File: config.mk
export PLATFORM = sky130hd
export DESIGN_NAME = soc_system_pio_edge_irq
export DESIGN_NICKNAME = d
export VERILOG_FILES = /design/src/rtl/soc_system_pio_pkg.sv /design/src/rtl/soc_system_pio_debounce.sv /design/src/rtl/soc_system_pio_edge_irq.sv
export SDC_FILE = /design/constraint.sdc
export NUM_CORES = 1
export LEC_CHECK = 0
export CAP_MARGIN = 10
export CORE_UTILIZATION = 38
export DETAILED_ROUTE_END_ITERATION = 8
export PLACE_DENSITY = 0.75
export SLEW_MARGIN = 20
export SYNTH_ARGS = -nofsm -noshare
export SYNTH_HDL_FRONTEND = slang
export SYNTH_SLANG_ARGS = --single-unit
File: constraint.sdc
create_clock -name clk -period 0.95 [get_ports clk]
set_input_delay 0.1425 -clock clk [delete_from_list [all_inputs] [get_ports clk]]
set_output_delay 0.1425 -clock clk [all_outputs]
set_load 0.005 [all_outputs]
File: src/rtl/soc_system_pio_pkg.sv
// Shared definitions for the HPS status-line input PIO: register map,
// edge-mode encodings and the per-bit edge detector.
package soc_system_pio_pkg;

    localparam logic [1:0] ADDR_DATA = 2'd0;
    localparam logic [1:0] ADDR_RSVD = 2'd1;
    localparam logic [1:0] ADDR_MASK = 2'd2;
    localparam logic [1:0] ADDR_EDGE = 2'd3;

    localparam int EDGE_ANY  = 0;
    localparam int EDGE_RISE = 1;
    localparam int EDGE_FALL = 2;

    function automatic logic edge_bit(input int mode, input logic cur, input logic prev);
        logic result;
        case (mode)
            EDGE_RISE: result = cur & ~prev;
            EDGE_FALL: result = ~cur & prev;
            default:   result = cur ^ prev;
        endcase
        return result;
    endfunction

endpackage

File: src/rtl/soc_system_pio_debounce.sv
// One input bit: synchroniser chain followed by an optional debounce filter
// that only accepts a new level after it has been stable FILTER_CYCLES cycles.
module soc_system_pio_debounce #(
    parameter int SYNC_STAGES   = 2,
    parameter int FILTER_CYCLES = 0
) (
    input  logic clk,
    input  logic reset,
    input  logic i_async,
    output logic o_filtered
);

    logic [SYNC_STAGES-1:0] r_sync;
    logic                   w_sync;

    always_ff @(posedge clk) begin
        if (reset) begin
            r_sync <= '0;
        end else begin
            r_sync <= {r_sync[SYNC_STAGES-2:0], i_async};
        end
    end

    assign w_sync = r_sync[SYNC_STAGES-1];

    generate
        if (FILTER_CYCLES == 0) begin : g_bypass
            assign o_filtered = w_sync;
        end else begin : g_filter
            localparam int CW = ($clog2(FILTER_CYCLES + 1) < 1) ? 1 : $clog2(FILTER_CYCLES + 1);
            localparam logic [CW-1:0] CNT_LAST = CW'(FILTER_CYCLES - 1);

            logic [CW-1:0] r_cnt;
            logic          r_filtered;

            // Any return to the accepted level restarts the stability count.
            always_ff @(posedge clk) begin
                if (reset) begin
                    r_cnt      <= '0;
                    r_filtered <= 1'b0;
                end else if (w_sync == r_filtered) begin
                    r_cnt <= '0;
                end else if (r_cnt == CNT_LAST) begin
                    r_filtered <= w_sync;
                    r_cnt      <= '0;
                end else begin
                    r_cnt <= r_cnt + CW'(1);
                end
            end

            assign o_filtered = r_filtered;
        end
    endgenerate

endmodule

File: src/rtl/soc_system_pio_edge_irq.sv
// Avalon-MM input PIO with per-bit edge capture and a maskable level interrupt;
// addresses 0 and 3 keep the layout of the older fixed 8-bit any-edge PIO.
module soc_system_pio_edge_irq
    import soc_system_pio_pkg::*;
#(
    parameter int WIDTH         = 8,
    parameter int SYNC_STAGES   = 2,
    parameter int FILTER_CYCLES = 0,
    parameter int EDGE_TYPE     = 0,
    parameter int BIT_CLEAR     = 1
) (
    input  logic             clk,
    input  logic             reset,
    input  logic [1:0]       address,
    input  logic             chipselect,
    input  logic             write_n,
    input  logic [31:0]      writedata,
    output logic [31:0]      readdata,
    input  logic [WIDTH-1:0] in_port,
    output logic             irq
);

    logic [WIDTH-1:0] w_filtered;
    logic [WIDTH-1:0] w_edge;
    logic [WIDTH-1:0] w_capture_next;
    logic [WIDTH-1:0] w_wdata;
    logic [31:0]      w_rd_mux;
    logic             w_wr;
    logic             w_wr_mask;
    logic             w_wr_edge;

    logic [WIDTH-1:0] r_prev;
    logic [WIDTH-1:0] r_edge_capture;
    logic [WIDTH-1:0] r_irq_mask;
    logic [31:0]      r_readdata;
    logic             r_irq;

    genvar gi;
    generate
        for (gi = 0; gi < WIDTH; gi++) begin : g_bit
            soc_system_pio_debounce #(
                .SYNC_STAGES   (SYNC_STAGES),
                .FILTER_CYCLES (FILTER_CYCLES)
            ) u_debounce (
                .clk        (clk),
                .reset      (reset),
                .i_async    (in_port[gi]),
                .o_filtered (w_filtered[gi])
            );

            assign w_edge[gi] = edge_bit(EDGE_TYPE, w_filtered[gi], r_prev[gi]);
        end

        if (WIDTH < 32) begin : g_unused_wdata
            logic w_unused_wdata;
            assign w_unused_wdata = ^writedata[31:WIDTH];
        end
    endgenerate

    assign w_wdata   = writedata[WIDTH-1:0];
    assign w_wr      = chipselect & ~write_n;
    assign w_wr_mask = w_wr & (address == ADDR_MASK);
    assign w_wr_edge = w_wr & (address == ADDR_EDGE);

    // Bit-clear mode lets a new edge survive a simultaneous clear; legacy mode wipes everything.
    always_comb begin
        w_capture_next = r_edge_capture;
        if (BIT_CLEAR != 0) begin
            w_capture_next = (r_edge_capture & ~(w_wr_edge ? w_wdata : '0)) | w_edge;
        end else if (w_wr_edge) begin
            w_capture_next = '0;
        end else begin
            w_capture_next = r_edge_capture | w_edge;
        end
    end

    always_comb begin
        w_rd_mux = '0;
        case (address)
            ADDR_DATA: w_rd_mux[WIDTH-1:0] = w_filtered;
            ADDR_MASK: w_rd_mux[WIDTH-1:0] = r_irq_mask;
            ADDR_EDGE: w_rd_mux[WIDTH-1:0] = r_edge_capture;
            default:   w_rd_mux = '0;
        endcase
    end

    always_ff @(posedge clk) begin
        if (reset) begin
            r_prev         <= '0;
            r_edge_capture <= '0;
            r_irq_mask     <= '0;
            r_readdata     <= '0;
            r_irq          <= 1'b0;
        end else begin
            r_prev         <= w_filtered;
            r_edge_capture <= w_capture_next;
            if (w_wr_mask) begin
                r_irq_mask <= w_wdata;
            end
            r_readdata     <= w_rd_mux;
            r_irq          <= |(r_edge_capture & r_irq_mask);
        end
    end

    assign readdata = r_readdata;
    assign irq      = r_irq;

endmodule

## After elaboration in Yosys (flattened, before gate mapping)

Index checks and enable logic that the tools add are counted.

| cells by class | value |
|---|---|
| eq/ne operators | 2 |
| bitwise gates (word level) | 16 |
| reductions and logical operators | 2 |
| mux-type cells | 2 |

Operator list:

| operator | count |
|---|---|
| 8-bit case mux with 3 select lines | 1 |
| 8-bit AND | 2 |
| 8-bit 2-to-1 mux | 1 |
| 8-bit NOT | 1 |
| 8-bit bitwise OR | 1 |
| 8-bit OR reduction | 1 |
| 1-bit bitwise XOR | 8 |
| 2-bit == test, second input constant | 2 |
| 1-bit AND | 3 |
| 2-bit zero test | 1 |
| 1-bit NOT | 1 |

| storage, ports and cells | value |
|---|---|
| input bits | 46 |
| logic and storage cells | 36 |
| flip-flop bits (word level) | 73 |
| output and inout bits | 33 |

## Depth between registers and ports, before layout

| logic depth | value |
|---|---|
| depth in word-level cells | 7 |
| depth in mapped cells | 5 |
| depth with buffers taken out | 3 |

## Modules after synthesis

A second synthesis with hierarchy kept.

| unflattened totals | value |
|---|---|
| cell total of the unflattened synthesis | 184 |
| area, all modules | 1,900.6 um^2 |

By module, submodules not included:

| module | cells an instance | area an instance (um^2) | instances | sequential area each (um^2) |
|---|---|---|---|---|
| soc_system_pio_edge_irq | 152 | 1,480.2 | 1 | 660.6 |
| soc_system_pio_debounce | 4 | 52.6 | 8 | 40.0 |

## Worst setup path after synthesis

No wires, ideal clock.

| timing path | value |
|---|---|
| path kind | input-to-reg |
| start | input port address[0] |
| end | register r_irq_mask[0] |
| stages on the path | 4 |
| setup time | 128 ps |
| slack | 50 ps |
| arrival | 772 ps |
| required time | 822 ps |
| path buffers | 1 |
| cell sequence | and4bb_1 > buf_4 > mux2i_1 > nor2_1 |

| on the way | value |
|---|---|
| cells in the longest elaborated chain, start to end | 2 |

RTL lines:

| item | line | source |
|---|---|---|
| from (decl) | soc_system_pio_edge_irq.sv:14 | `input logic [1:0] address,` |
| 2-bit == test | soc_system_pio_edge_irq.sv:62 | `assign w_wr_mask = w_wr & (address == ADDR_MASK);` |
| 1-bit AND | soc_system_pio_edge_irq.sv:62 |  |
| to (signal assigned) | soc_system_pio_edge_irq.sv:98 | `r_irq_mask <= w_wdata;` |
| to (decl) | soc_system_pio_edge_irq.sv:34 | `logic [WIDTH-1:0] r_irq_mask;` |

No other way between the ends.
A chain may end at the register's enable or synchronous reset.

## Worst setup path after layout

| timing path | value |
|---|---|
| start | register r_readdata[0], in the netlist readdata[0] |
| end | output port readdata[0] |

RTL lines:

| item | line | source |
|---|---|---|
| from (decl) | soc_system_pio_edge_irq.sv:35 | `logic [31:0] r_readdata;` |
| from (signal assigned) | soc_system_pio_edge_irq.sv:100 | `r_readdata <= w_rd_mux;` |
| to (decl) | soc_system_pio_edge_irq.sv:18 | `output logic [31:0] readdata,` |

No word-level cell between the ends.

==> flow_metrics.py <==
metrics = {
    "outcome": {
        "status": "finished clean",
    },
    "yosys": {
        "syn_area_per_cell_um2": 9.91,
        "synthArstFlopShare": 0,
        "synth_top_area_cell": "dfxtp_1",
        "yosysSeqAreaShare": 0.508,
        "yosys_warnings": 0,
        "synth_area_um2": 1930,
        "synth_area_leaders": "dfxtp_1 (51%), buf_4 (9.7%), mux2i_1 (8.3%), nor2b_1 (7.8%), a21oi_1 (3.9%)",
        "synth_cells": 195,
        "yosysUniqueCellTypes": 23,
        "synth_edf_count": 0,
        "synth_commonest_cells": "dfxtp_1 (49), buf_4 (25), nor2b_1 (24)",
        "synth_top_area_share": 0.508,
        "synth.most_common_cell": "dfxtp_1",
        "ys_ff_latch": 49,
        "synth_ff_type": "dfxtp_1",
    },
    "global_routing": {
        "grt_first_pass_wirelength_um": 5110,
        "grt_use_total": 0.129,
        "overflow": 0,
        "grt_pass1_vias": 1161,
        "grt_max_degree": 50,
        "antenna_found_initial": 0,
    },
    "sta": {
        "fin_crit_ns": 0.888,
        "setup_viol": 0,
        "min_period_over_period": 0.935,
        "hold_viol": 0,
        "worst_slack_ns": 0.0620,
        "fmax_ghz": 1.13,
        "fin_hold_ws_ns": 0.348,
        "rsz0062_at_grt": "false",
        "fin_skew_ns": 0.00706,
        "slew_viol_final": 0,
    },
    "place": {
        "gp_congestion": 0.765,
        "dp_slack_ns": -0.529,
        "port_buffers": 30,
        "dp_hpwl_um": 2070,
    },
    "power_and_ir_drop": {
        "power_leakage_nw": 0.965,
        "netSwitchingFraction": 0.204,
        "p_int_mw": 3.37,
        "p_per_area_nw_per_um2": 1800,
        "p_sw_mw": 0.866,
        "p_seq_frac": 0.515,
        "peakVddDrop_mv": 0.817,
        "pwr-share-clk": 0.405,
        "p_comb_frac": 0.080,
        "total_power_mw": 4.23,
    },
    "critical_path": {
        "start_kind": "register",
        "crit_family": "flip-flops",
        "crit_arrival_ns": 0.75,
        "crit_buf_inv": 1,
        "worst-setup-path-type": "register to primary output",
        "crit_path_max_fanout": 1,
        "end_kind": "primary output",
        "crit_chain": "buf_2",
        "slowest_stage": "dfxtp_2",
        "cp.required_ns": 0.81,
        "crit_path_max_incr_delay_ns": 0.32,
    },
    "clock_tree": {
        "clock_tree.root_cell": "clkbuf_8",
        "cts_max_level": 2,
        "clkTransAtPathRegs_ns": 0.09,
        "cts_hold_buf": 0,
        "cts_tree": "built",
        "clock_sinks": 49,
        "clk_latency_ns": 0.30,
        "numCtsBuffers": 5,
        "cts_buffer_depth": 2,
    },
    "drt": {
        "dr.pass1.iters": 4,
        "routed-via-count": 1282,
        "wl_um": 3150,
        "wl_per_cell_um": 10.6,
        "antenna_left": 0,
        "route.detailed.drc": 0,
        "avgViaCountPerCell": 4.32,
        "drt_iter0_drc": 65,
    },
    "die": {
        "coreArea_um2": 4820,
        "die_w_um": 73.3,
        "die_height_um": 73.3,
        "rows": 25,
        "initial_core_util": 0.401,
        "io_pins": 79,
        "dieArea_um2": 5370,
    },
    "final_layout": {
        "area_growth_pct": 21.5,
        "fill_cells": 494,
        "drive_gt1_frac": 0.143,
        "antennaDiodeCount": 0,
        "layout.nets": 275,
    },
    "run": {
        "drv_cap": 0,
    },
    "hold_path": {
        "hold_path_class": "input port to register",
    },
}
[final cells by class]
cell class / count / area, µm² / area share
repair buffers: 37 / 328 / 0.140
multi-input cells: 128 / 786 / 0.335
well taps: 67 / 83.8 / 0.0357
flip-flops and latches: 49 / 986 / 0.420
inverters: 8 / 30.0 / 0.0128
clock buffers: 5 / 68.8 / 0.0293
clock inverters: 3 / 65.1 / 0.0277
[sequential cells by signal (all words and copies together) (netlist names)]
name	flops
g_bit.u_debounce.r_sync	16
r_irq_mask	8
r_prev	8
readdata	8
irq	1
r_edge_capture	8
[per-layer routing]
layer	GRT usage	routed length [µm]	vias up
met5	0	0	-
met4	0.0641	78	0
met3	0.0439	240	7
met2	0.207	1350	49
met1	0.155	1480	583
li1	-	-	643
[power groups by stage]
stage | Combinational (mW) | Clock, mW | Sequential, mW
after global routing | 0.378 | 1.82 | 2.19
final | 0.339 | 1.71 | 2.18
after floorplan | 0.260 | 0 | 2.22
after detailed placement | 0.351 | 0 | 2.23
after CTS | 0.343 | 1.76 | 2.18
after global placement | 0.347 | 0 | 2.23
[cell usage in the layout (no fill, tap or decap), types with 2 or more instances in the layout]
cell type        instances
a21oi_1                 15
a22oi_1                  4
clkbuf_8                 5
mux2i_1                 16
buf_6                    2
buf_12                   2
buf_4                    3
clkdlybuf4s50_1         17
dlygate4sd2_1            2
clkbuf_2                 2
or2_0                    7
o21ai_0                  8
nor2_1                   8
buf_2                    9
nor2b_1                 24
dfxtp_2                  4
dfxtp_1                 45
nand2_1                  8
xnor2_1                  8
bufinv_16                2
inv_1                    8
conb_1                  24
[kinds of logic after synthesis]
| family | count (synthesis) | synth area share |
|---|---|---|
| and+or+nand+nor | 51 | 0.152 |
| buffers and inverters | 41 | 0.135 |
| xor gates and xnor gates | 8 | 0.0363 |
| AOI/OAI and AO/OA | 29 | 0.0842 |
| DFF | 49 | 0.508 |
| muxes | 16 | 0.0829 |
| other | 1 | 0.00194 |
[metrics by stage]
| step | area (µm²) | util | TNS, ns | instances |
|---|---|---|---|---|
| after floorplan | 2020 | - | 0 | 218 |
| after global placement | 2250 | 0.467 | -14.28 | 289 |
| after detailed placement | 2250 | 0.467 | -14.86 | 289 |
| after CTS | 2350 | 0.488 | 0 | 297 |
| after global routing | 2350 | 0.487 | 0 | 297 |
| final | 2350 | 0.487 | 0 | 297 |
[what timing repair did]
item	CTS	global route
setup buffers	0	0
pin swaps	1	1
setup endpoints to repair	33	9
resized for setup	45	7
endpoints found under the hold margin	0	0
[worst paths after layout]
path,startpoint,end,slack (ns),cells past startpoint
worst max-delay path,readdata[0]$_SDFF_PP0_,readdata[0],0.06,1
worst min-delay path,address[0],readdata[0]$_SDFF_PP0_,0.35,4
worst max register to register,r_irq_mask[2]$_SDFFE_PP0P_,readdata[2]$_SDFF_PP0_,0.07,3
worst min register to register,g_bit[3].u_debounce.r_sync[0]$_SDFF_PP0_,g_bit[3].u_debounce.r_sync[1]$_SDFF_PP0_,0.44,1
(Power assumes the default switching activity.)
